## src/rtl/ps2_command_tx.sv

```systemverilog
// Host-to-device PS/2 command transmitter: inhibits the bus, sends start/8 data/parity/stop
// on device-generated clock edges, samples the device ACK and reports completion or timeout.
module ps2_command_tx #(
    parameter int INHIBIT_CYCLES     = 2700,
    parameter int FIRST_EDGE_TIMEOUT = 405000,
    parameter int FRAME_TIMEOUT      = 54000
) (
    input  logic       clk,
    input  logic       reset,
    output logic       command_ready,
    input  logic       command_valid,
    input  logic [7:0] command_byte,
    input  logic       command_ack_ready,
    output logic       command_ack_valid,
    output logic       command_ack_error,
    input  logic       ps2_clk_in,
    input  logic       ps2_data_in,
    output logic       ps2_clk_drive_low,
    output logic       ps2_data_drive_low,
    output logic       rx_inhibit,
    output logic [2:0] state_dbg_o
);

    typedef enum logic [2:0] {
        S_IDLE    = 3'd0,
        S_INHIBIT = 3'd1,
        S_START   = 3'd2,
        S_SHIFT   = 3'd3,
        S_ACK     = 3'd4,
        S_REPORT  = 3'd5
    } state_t;

    localparam logic [19:0] INH_LAST = 20'(INHIBIT_CYCLES - 1);
    localparam logic [19:0] FE_LAST  = 20'(FIRST_EDGE_TIMEOUT - 1);
    localparam logic [19:0] FR_LAST  = 20'(FRAME_TIMEOUT - 1);

    state_t      state_q;
    logic [7:0]  byte_q;
    logic        parity_q;
    logic [19:0] cnt_q;
    logic [3:0]  bit_cnt_q;
    logic        clk_s1_q, clk_s2_q, clk_prev_q;
    logic        data_s1_q, data_s2_q;
    logic        clk_drive_q, data_drive_q;
    logic        ack_valid_q, ack_error_q;

    logic [19:0] cnt_d;
    logic [3:0]  bit_cnt_d;
    logic        fall_edge;

    // Both counters saturate at all-ones instead of wrapping.
    assign cnt_d     = (&cnt_q) ? cnt_q : cnt_q + 20'd1;
    assign bit_cnt_d = (&bit_cnt_q) ? bit_cnt_q : bit_cnt_q + 4'd1;
    assign fall_edge = clk_prev_q & ~clk_s2_q;

    // Handshakes: a command transfers on the rising edge where command_valid && command_ready;
    // a report transfers on the rising edge where command_ack_valid && command_ack_ready.
    // Report payload (command_ack_error) holds steady while command_ack_valid is high.
    assign command_ready      = (state_q == S_IDLE);
    assign rx_inhibit         = (state_q != S_IDLE);
    assign command_ack_valid  = ack_valid_q;
    assign command_ack_error  = ack_error_q;
    assign ps2_clk_drive_low  = clk_drive_q;
    assign ps2_data_drive_low = data_drive_q;
    assign state_dbg_o        = state_q;

    always_ff @(posedge clk or posedge reset) begin
        if (reset) begin
            state_q      <= S_IDLE;
            byte_q       <= '0;
            parity_q     <= 1'b0;
            cnt_q        <= '0;
            bit_cnt_q    <= '0;
            clk_s1_q     <= 1'b1;
            clk_s2_q     <= 1'b1;
            clk_prev_q   <= 1'b1;
            data_s1_q    <= 1'b1;
            data_s2_q    <= 1'b1;
            clk_drive_q  <= 1'b0;
            data_drive_q <= 1'b0;
            ack_valid_q  <= 1'b0;
            ack_error_q  <= 1'b0;
        end else begin
            clk_s1_q   <= ps2_clk_in;
            clk_s2_q   <= clk_s1_q;
            clk_prev_q <= clk_s2_q;
            data_s1_q  <= ps2_data_in;
            data_s2_q  <= data_s1_q;

            case (state_q)
                S_IDLE: begin
                    if (command_valid) begin
                        byte_q       <= command_byte;
                        parity_q     <= ~^command_byte;
                        cnt_q        <= '0;
                        bit_cnt_q    <= '0;
                        clk_drive_q  <= 1'b1;
                        data_drive_q <= (INH_LAST == 20'd0);
                        state_q      <= S_INHIBIT;
                    end
                end

                S_INHIBIT: begin
                    // Data joins the clock low only in the final inhibit cycle.
                    if (cnt_q >= INH_LAST) begin
                        clk_drive_q  <= 1'b0;
                        data_drive_q <= 1'b1;
                        cnt_q        <= '0;
                        state_q      <= S_START;
                    end else begin
                        cnt_q        <= cnt_d;
                        data_drive_q <= (cnt_d >= INH_LAST);
                    end
                end

                S_START: begin
                    if (fall_edge) begin
                        bit_cnt_q    <= 4'd1;
                        cnt_q        <= '0;
                        data_drive_q <= ~byte_q[0];
                        state_q      <= S_SHIFT;
                    end else if (cnt_q >= FE_LAST) begin
                        data_drive_q <= 1'b0;
                        ack_valid_q  <= 1'b1;
                        ack_error_q  <= 1'b1;
                        state_q      <= S_REPORT;
                    end else begin
                        cnt_q <= cnt_d;
                    end
                end

                S_SHIFT: begin
                    if (cnt_q >= FR_LAST) begin
                        data_drive_q <= 1'b0;
                        ack_valid_q  <= 1'b1;
                        ack_error_q  <= 1'b1;
                        state_q      <= S_REPORT;
                    end else begin
                        cnt_q <= cnt_d;
                        // bit_cnt_q holds the number of edges already seen.
                        if (fall_edge) begin
                            bit_cnt_q <= bit_cnt_d;
                            if (bit_cnt_q <= 4'd7) begin
                                data_drive_q <= ~byte_q[bit_cnt_q[2:0]];
                            end else if (bit_cnt_q == 4'd8) begin
                                data_drive_q <= ~parity_q;
                            end else if (bit_cnt_q == 4'd9) begin
                                data_drive_q <= 1'b0;
                            end else begin
                                data_drive_q <= 1'b0;
                                ack_error_q  <= data_s2_q;
                                state_q      <= S_ACK;
                            end
                        end
                    end
                end

                S_ACK: begin
                    if (cnt_q >= FR_LAST) begin
                        ack_error_q <= 1'b1;
                    end
                    data_drive_q <= 1'b0;
                    ack_valid_q  <= 1'b1;
                    state_q      <= S_REPORT;
                end

                S_REPORT: begin
                    clk_drive_q  <= 1'b0;
                    data_drive_q <= 1'b0;
                    if (command_ack_ready) begin
                        ack_valid_q <= 1'b0;
                        ack_error_q <= 1'b0;
                        state_q     <= S_IDLE;
                    end
                end

                default: begin
                    clk_drive_q  <= 1'b0;
                    data_drive_q <= 1'b0;
                    ack_valid_q  <= 1'b0;
                    ack_error_q  <= 1'b0;
                    state_q      <= S_IDLE;
                end
            endcase
        end
    end

endmodule

```

## config.mk

```make
export PLATFORM = sky130hd
export DESIGN_NAME = ps2_command_tx
export DESIGN_NICKNAME = d
export VERILOG_FILES = /design/src/rtl/ps2_command_tx.sv
export SDC_FILE = /design/constraint.sdc
export NUM_CORES = 1
export LEC_CHECK = 0
export BUFFER_PORTS_ARGS = -buffer_cell sky130_fd_sc_hd__buf_2
export CORE_ASPECT_RATIO = 2
export CORE_MARGIN = 4
export CORE_UTILIZATION = 31
export DETAILED_ROUTE_END_ITERATION = 12
export MAX_ROUTING_LAYER = met4
export PLACE_DENSITY_LB_ADDON = 0.08
export SLEW_MARGIN = 20
export SYNTH_ARGS = -nofsm -noshare
export SYNTH_HDL_FRONTEND = slang
export SYNTH_SLANG_ARGS = --single-unit
export TNS_END_PERCENT = 30
```

## constraint.sdc

```tcl
create_clock -name clk -period 7 [get_ports clk]
set_input_delay 0.7 -clock clk [delete_from_list [all_inputs] [get_ports clk]]
set_output_delay 0.7 -clock clk [all_outputs]
set_load 0.03 [all_outputs]
```

* After elaboration in Yosys (flattened, before gate mapping)
Cells that the tools add are included.
** Operators by class
- Add/subtract/negate cells :: 2
- $mul :: 0
- Divide/modulo/power cells :: 0
- Order comparisons :: 6
- Eq/ne operators :: 24
- Shift operators :: 0
- Multiplexer cells :: 49
- Bitwise logic cells :: 7
- Reductions and logical operators :: 17
** Operator list (count)
- 20-bit 2-to-1 mux :: 6
- 20-bit case mux with 4 select lines :: 1
- 20-bit by 12-bit greater-or-equal comparator with 1-bit output (second input constant) :: 2
- 3-bit 2-to-1 mux :: 10
- 20-bit by 1-bit adder with 20-bit output (second input constant) :: 1
- 20-bit by 16-bit greater-or-equal comparator with 1-bit output (second input constant) :: 1
- 20-bit by 19-bit greater-or-equal comparator with 1-bit output (second input constant) :: 1
- 1-bit 2-to-1 mux :: 20
- 4-bit 2-to-1 mux :: 5
- 2-bit != test (second input constant) :: 10
- 20-bit AND reduction :: 1
- 3-bit != test (second input constant) :: 6
- 3-bit case mux with 6 select lines :: 1
- 4-bit case mux with 3 select lines :: 1
- 1-bit case mux with 5 select lines :: 2
- 9-bit AND reduction :: 1
- 4-bit == test (second input constant) :: 2
- 4-bit AND reduction :: 2
- 8-bit AND reduction :: 1
- 8-bit XNOR reduction :: 1
- 3-bit by 2-bit == test with 1-bit output (second input constant) :: 2
- 3-bit == test (second input constant) :: 2
- 1-bit NOT :: 6
- 3-bit AND reduction :: 2
- 17 further kinds :: 18
** Word-level totals
- Flip-flop bits (word level) :: 45
- Bits in latches :: 0
- RAM bits :: 0
- Bits in read-only memories :: 0
- Input bits :: 14
- Output and inout port bits :: 9
- Word-level logic and storage cells :: 119
- Memories kept :: 0

* Logic depth before layout (Yosys ltp)
Gate-level depths: netlist of run 1.
- Depth after elaboration :: 7
- Mapped depth :: 10
- Mapped depth without buffers :: 8

* Worst setup path after synthesis of run 1
No wires, ideal clock.
- Kind :: register to register
- Start point :: reg state_q[1] (netlist: state_dbg_o[1])
- End point :: reg cnt_q[6]
- Library setup time :: 0.110 ns
- Data arrival time :: 2.699 ns
- Required time :: 6.890 ns
- Setup slack :: 4.191 ns
- Cell stages (with the launch flop) :: 10
- Buffers on the path :: 3
- Clock period less this slack :: 2.809 ns
- Cells stage by stage :: dfrtp_1 buf_2 nor3_1 inv_1 nor2_1 or4_1 buf_2 buf_6 o21ai_1 o41ai_1
** Between the ends
- Cells in the longest elaborated chain, start to end :: 3
- Elaborated cells between the ends (all ways) :: 10
- Those cells by class :: eq/ne: 6; mux: 1; reduce/logical: 3
** RTL lines
- start: declaration :: RTL line 37 : state_t state_q;
- start signal: assignment :: RTL line 69 : state_q <= S_IDLE;
- start signal: assignment :: RTL line 99 : state_q <= S_INHIBIT;
- start signal: assignment :: RTL line 109 : state_q <= S_START;
- 3-bit logical NOT *
- net command_ready :: RTL line 10 : output logic command_ready,
- 4-bit nonzero test (no source line) / 2-bit by 1-bit != test with 1-bit output (equally long branches)
- 4-bit AND reduction (no source line)
- end signal: assignment :: RTL line 111 : cnt_q <= cnt_d;
- end signal: assignment :: RTL line 128 : cnt_q <= cnt_d;
- end signal: assignment :: RTL line 139 : cnt_q <= cnt_d;
- end: declaration :: RTL line 40 : logic [19:0] cnt_q;
The timed path passes the listed nets; every way through them passes the cells marked *.
A chain may end at the register's enable or synchronous reset.

* Worst setup path in the final report of run 1
- Start point :: reg cnt_q[0]
- End point :: reg cnt_q[6]
** Between the ends
- Cells in the longest elaborated chain, start to end :: 5
- Elaborated cells between the ends (all ways) :: 14
- Those cells by class :: add/sub: 1; order compare: 3; eq/ne: 2; mux: 6; reduce/logical: 2
** RTL lines
- 20-bit by 1-bit adder with 20-bit output / 20-bit AND reduction (equally long branches) :: RTL line 52 : assign cnt_d = (&cnt_q) ? cnt_q : cnt_q + 20'd1;
- 20-bit 2-to-1 mux :: RTL line 52
- 20-bit 2-to-1 mux :: RTL line 122 : end else if (cnt_q >= FE_LAST) begin
- 20-bit 2-to-1 mux :: RTL line 117 : if (fall_edge) begin
- 20-bit case mux with 4 select lines :: RTL line 90 : case (state_q)
Parallel ways exist; a longest one is shown, timed or not. The select of a mux whose other input is x is not followed.

==> flow_summary.toml, run 1 <==
[outcome]
status = "finished, final reports clean"

[timing]
worst_pin_slew_ps = 869
grt_setup_unrepaired = "no"
fin_crit_sh_pct = 41.6
fmax_mhz = 344
slew_headroom_pct = 42.1
finClkSkew_ps = 4.72
finalSetupViolCount = 0
slew_violations = 0
hold_violations = 0
period_minus_slack_ps = 2910
setup_tns_ps = 0
finalWorstSetupSlack_ps = 4090

[global_route]
grt_pass1_wl_mm = 15.2
overflow = 0
grt_pass1_vias = 2787
antenna_found_initial = 0
grt_usage_pct = 17.5
grt_max_degree = 46

[setup_path]
reg2reg_to = "cnt_q[6]"
reg2reg_depth = 7
cp-startpoint = "cnt_q[0]"
crit_type = "reg -> reg"
worstSetupEndpoint = "cnt_q[6]"
worstSetupStartpointType = "register"
path_max_fanout = 11
rr_startpoint = "cnt_q[0]"
end_kind = "register"
critPathRequiredTime_ps = 7180
reg2reg_slack_ps = 4090
cp_data_arrival_time_ps = 3100

[synth]
yosysMostFrequentCell = "dfrtp_1"
ys_seq_area_share_pct = 37.2
synth_nets = 371
yosysTopAreaCell = "dfrtp_1"
yosysUniqueCellTypes = 61
synth_top_area_share_pct = 32.9
netlist_area_um2 = 3040
synth-adder-area-share_pct = 1.64
yosysWarnings = 0
synthArstFlopShare_pct = 100
synth_compound_area_share_pct = 24.7
yosys_most_used_dff = "dfrtp_1"
netlist_instances = 353
synthSimpleGateAreaFrac_pct = 21.8
synthXorXnorAreaFrac_pct = 2.88
synth_edf_count = 0
ys_ff_latch = 45
syn_avg_cell_area_um2 = 8.62
synth_area_leaders = "dfrtp_1 33%, o21ai_0 4.9%, dfstp_2 4.3%"
synth.area.mux_share_pct = 5.80
synth_top_family_by_area = "compound AO/OA/AOI/OAI gates"
synth_common_cells = "40 x dfrtp_1, 31 x nand2_1, 30 x o21ai_0"

[hold_path]
hp-class = "reg -> reg"

[die]
rows = 50
die_h_um = 148
die-area_um2 = 11600
die_x_um = 78.1
start_util_pct = 32.2
coreArea_um2 = 9450
io_pins = 23

[clocking]
clockBufferDepth = 2
cts-buffers-inserted = 5
clock-sinks = 45
cts_setup_buffers = 0
clkTransAtPathRegs_ps = 70
cts_tree = "done"
cts-root-buf = "clkbuf_16"
cts_resized = 0
cts_max_level = 2
clk_latency_ps = 290
cts_hold_buf = 0

[drt]
ant_nets = 0
wl_met3_um = 191
drt_pass1_iterations = 4
top_layer_used = "met4"
wl_met2_mm = 5.31
drc_errors = 0
vias = 2742
wire_per_inst_um = 19.4
drt_iter0_drc = 110
wl_met1_mm = 3.42
wl_mm = 9.40
via_per_inst = 5.65

[finish]
fin_nets = 372
fillers = 1000
stdcell_count = 485
seq_area_um2 = 1130
drive_above_1_share_pct = 17.2
n_antenna_cell = 0
utilization_pct = 35.5
area_growth_pct = 10.1
multiInputGateArea_um2 = 1740

[run]
cap_violations = 0

[placed_design]
dp.cells = 477
gp_congestion = 0.838
dpl_worst_slack_ps = 3800
io_buffers = 22
dpl.hpwl_mm = 7.01

[pwr]
p_per_area_nw_per_um2 = 256
p_leak_nw = 1.29
ir_worst_vdd_mv = 0.119
-- metal layers --
metal / vias up / track usage [%]
met1: 1322 / 17.5
met4: 0 / 9.72
met5: - / -
li1: 1336 / -
met3: 23 / 1.82
met2: 61 / 32.3
-- cell usage in the layout, fill, tap and decap left out, types with 3 or more instances in the layout --
master,netlist,final
ha_1,4,4
and3_1,5,5
a32oi_1,4,4
a31oi_1,7,7
o21ai_1,3,3
dfrtp_1,40,40
inv_1,10,9
a211oi_1,4,4
xnor2_1,9,9
nor3_1,15,15
and2_1,3,3
o21ai_0,30,30
clkbuf_16,0,5
nand3_1,16,16
a41oi_1,4,4
mux2i_1,3,3
dfstp_2,5,5
a21oi_1,20,20
nor2b_1,3,3
nor4_1,8,7
o211ai_1,7,7
nand2b_1,8,8
o22ai_1,3,3
nor2_1,17,17
buf_2,18,22
clkinvlp_4,0,3
mux2_2,9,9
nand4_1,8,8
nand2_1,31,31
o31ai_1,13,13
-- registers in the layout (all words and copies together) (netlist names) --
register            count
cnt_q                  20
byte_q                  8
bit_cnt_q               4
state_dbg_o             3
clk_prev_q              1
clk_s1_q                1
clk_s2_q                1
command_ack_error       1
command_ack_valid       1
data_s1_q               1
data_s2_q               1
parity_q                1
ps2_clk_drive_low       1
ps2_data_drive_low      1
-- per-stage QoR --
stage / instance area [µm²] / hold slack [ps] / total power [mW]
after CTS: 3340 / 361 / 0.872
final: 3350 / 359 / 0.859
after global routing: 3350 / 361 / 0.913
after floorplan: 3040 / 345 / 0.553
after detailed placement: 3190 / 349 / 0.624
after global placement: 3190 / 348 / 0.623
-- cell families after synthesis --
| logic type | count (synthesis) |
|---|---|
| AND/OR/NAND/NOR | 126 |
| AO/OA/AOI/OAI | 114 |
| flip-flops | 45 |
| buffers and inverters | 40 |
| multiplexers | 14 |
| XOR/XNOR | 10 |
| adder cells (fa/ha/maj) | 4 |
-- how the worst min path moves through the flow --
stage               from  cells after the start   endpoint  slack, ps
3_3_place_gp   data_s1_q                      0  data_s2_q        350
4_1_cts         clk_s1_q                      0   clk_s2_q        360
2_1_floorplan   clk_s1_q                      0   clk_s2_q        350
3_5_place_dp   data_s1_q                      0  data_s2_q        350
5_1_grt         clk_s1_q                      0   clk_s2_q        360
6_report       data_s1_q                      0  data_s2_q        360
-- area by class of cell --
cell class                      count  share of cell area [%]
Clock buffer                        5                    3.73
Timing Repair Buffer               24                    3.73
Multi-Input combinational cell    268                    52.1
Clock inverter                      3                   0.672
Inverter                           10                    1.16
Tap cell                          130                    4.85
Sequential cell                    45                    33.8
-- where the power goes --
group	switching [mW]	internal (mW)
clock network	0.110	0.132
logic	0.165	0.107
registers	0.0455	0.299
-- worst max-delay path: stages (launching register included) --
cell and delay [ps]:
dfrtp_1 450, ha_1 340, o21ai_0 230, a21oi_1 170
o31a_1 450, nor2_2 500, nand2_2 290, o41ai_1 360
Note: power is estimated with default switching activity, not from simulation.
==> run 2: changes to the inputs <==
- clock period: 7 -> 3 ns (I/O delays scaled with it)
==> run 2 against run 1 <==
  * Via count is 4.0% higher
  * Worst setup slack got worse by 3600 ps
  * Critical path depth increased by 1
  * Core utilization rose by 1.3 points
  * Largest cell class unchanged
  * Critical path type unchanged
  * Hold slack lost 260 ps
  * Clock skew about the same
  * Non-clock buffer count is 17 higher
  * Global-route usage increased by 0.94 points
  * Clock power increased by 140%
  * Sequential share of layout area down 1.2 points
  * Wire length rose by 5.6%
  * Total power is 140% higher
==> flow_summary.toml, run 2 (synthesis results as in run 1) <==
[outcome]
status = "finished, final reports clean"

[setup_path]
reg2reg_slack_ps = 520
reg2reg_to = "cnt_q[10]"
critPathRequiredTime_ps = 3160
path_max_fanout = 17
path_cells = "ha_1 -> a311oi_1 -> nor3_1 -> o21a_1 -> or4_1 -> buf_4 -> o21ai_0 -> o31ai_1"
crit_type = "reg -> reg"
end_kind = "register"
cp_data_arrival_time_ps = 2640
rr_startpoint = "cnt_q[0]"
slowest_stage = "or4_1"
crit_family = "compound AO/OA/AOI/OAI gates"
worstSetupStartpointType = "register"
path_buf_inv = 1
reg2reg_depth = 8
max_stage_delay_ps = 460

[finish]
utilization_pct = 36.8
area_growth_pct = 14.2
largest_reg_flops = 20
top_regs = "cnt_q (20), byte_q (8), bit_cnt_q (4)"
fin_nets = 389
fillers = 987
layout_commonest_cell = "dfrtp_1"
layout_common_cells = "40 x dfrtp_1, 31 x nand2_1, 30 x o21ai_0"
drive_above_1_share_pct = 21.0
n_antenna_cell = 0
max_flop_register = "cnt_q"

[drt]
top_layer_used = "met4"
wl_met2_mm = 6.04
wl_met1_mm = 3.27
wl_met3_um = 214
drt_iter0_drc = 115
ant_nets = 0
drc_errors = 0
wl_mm = 9.93
vias = 2851
drt_pass1_iterations = 4
wire_per_inst_um = 19.8
via_per_inst = 5.68

[clocking]
clock-sinks = 45
cts_max_level = 2
clkTransAtPathRegs_ps = 70
cts_hold_buf = 0
cts_tree = "done"
clockBufferDepth = 2
cts_resized = 0
clk_latency_ps = 290
cts-buffers-inserted = 5
cts-root-buf = "clkbuf_16"
cts_setup_buffers = 0

[global_route]
grt_pass1_wl_mm = 15.8
grt_max_degree = 46
antenna_found_initial = 0
grt_usage_pct = 18.4
grt_pass1_vias = 2822
overflow = 0

[pwr]
internal-power_mw = 1.32
clkPwrFrac_pct = 27.7
ir_worst_vdd_mv = 0.291
p_per_area_nw_per_um2 = 596
power_frac_comb_pct = 34.0
p_leak_nw = 1.38
switching_share_pct = 36.1
switching_power_mw = 0.747
p_seq_share_pct = 38.2

[die]
io_pins = 23
die_h_um = 148
coreArea_um2 = 9450
rows = 50
start_util_pct = 32.2
die-area_um2 = 11600
die_x_um = 78.1

[hold_path]
min_to = "clk_s1_q"
min_delay_path_depth = 1
holdCritStartpoint = "ps2_clk_in"
hp-class = "in -> reg"

[timing]
finalSetupViolCount = 0
period_minus_slack_ps = 2480
slew_violations = 0
fin_crit_sh_pct = 82.6
hold_violations = 0
slew_headroom_pct = 43.1
worst_pin_slew_ps = 854
grt_setup_unrepaired = "no"
fmax_mhz = 403
setup_tns_ps = 0
finClkSkew_ps = 5.08

[placed_design]
gp_congestion = 0.869
io_buffers = 22
dpl.hpwl_mm = 7.62

[run]
cap_violations = 0
==> run 2: changes by cell type in the layout (fill, tap and decap cells not counted) <==
cell,previous run,this run
buf_4,2,19
clkinvlp_4,3,0
clkbuf_8,0,1
clkinv_2,1,2
clkinv_4,0,1
nor4_2,1,2
nor4_4,2,1
==> run 2: how the worst max path moves through the flow <==
stage,from,endpoint,slack (ps),cells past startpoint
3_3_place_gp,cnt_q[8],cnt_q[6],540,6
6_report,cnt_q[0],cnt_q[10],520,8
5_1_grt,cnt_q[0],cnt_q[9],310,8
4_1_cts,cnt_q[0],cnt_q[10],510,8
3_5_place_dp,cnt_q[0],cnt_q[10],540,8
2_1_floorplan,state_dbg_o[1],cnt_q[6],190,9
==> run 2: per-layer routing <==
layer,up-vias,GRT usage [%]
met1,1408,17.1
met2,59,36.5
met4,0,8.67
met5,-,-
li1,1360,-
met3,24,1.76
==> run 2: worst reg2reg max path: cells and delay by family, from the launching register on <==
| family | cells | cell delay (ps) |
|---|---|---|
| adder cells (fa/ha/maj) | 1 | 350 |
| AND/OR/NAND/NOR | 2 | 590 |
| buffers and inverters | 1 | 220 |
| AO/OA/AOI/OAI | 4 | 760 |
| flip-flops | 1 | 450 |
==> run 2: cell type report <==
type / instances / area [µm²] / share of cell area, %
multi-input cells: 268 / 1740 / 49.9
flip-flops and latches: 45 / 1130 / 32.6
repair buffers: 41 / 253 / 7.27
well taps: 130 / 163 / 4.68
clock buffers: 6 / 139 / 4.00
inverters: 10 / 38.8 / 1.12
clock inverters: 2 / 13.8 / 0.396
==> run 2: metrics by stage <==
| step | power (mW) | cells | area, µm² | hold slack (ps) | setup WS (ps) |
|---|---|---|---|---|---|
| after floorplan | 1.29 | 353 | 3040 | 304 | 191 |
| after global placement | 1.51 | 494 | 3320 | 347 | 540 |
| after detailed placement | 1.52 | 494 | 3320 | 349 | 537 |
| after CTS | 2.10 | 502 | 3470 | 95.5 | 513 |
| after global routing | 2.21 | 502 | 3470 | 98.3 | 311 |
| final | 2.07 | 502 | 3470 | 103 | 521 |
==> run 2: power groups by stage <==
stage	Combinational, mW	Clock (mW)	Sequential (mW)
final	0.705	0.574	0.792
after global routing	0.777	0.625	0.807
after CTS	0.712	0.598	0.794
after detailed placement	0.710	0	0.806
after global placement	0.710	0	0.801
after floorplan	0.528	0	0.762
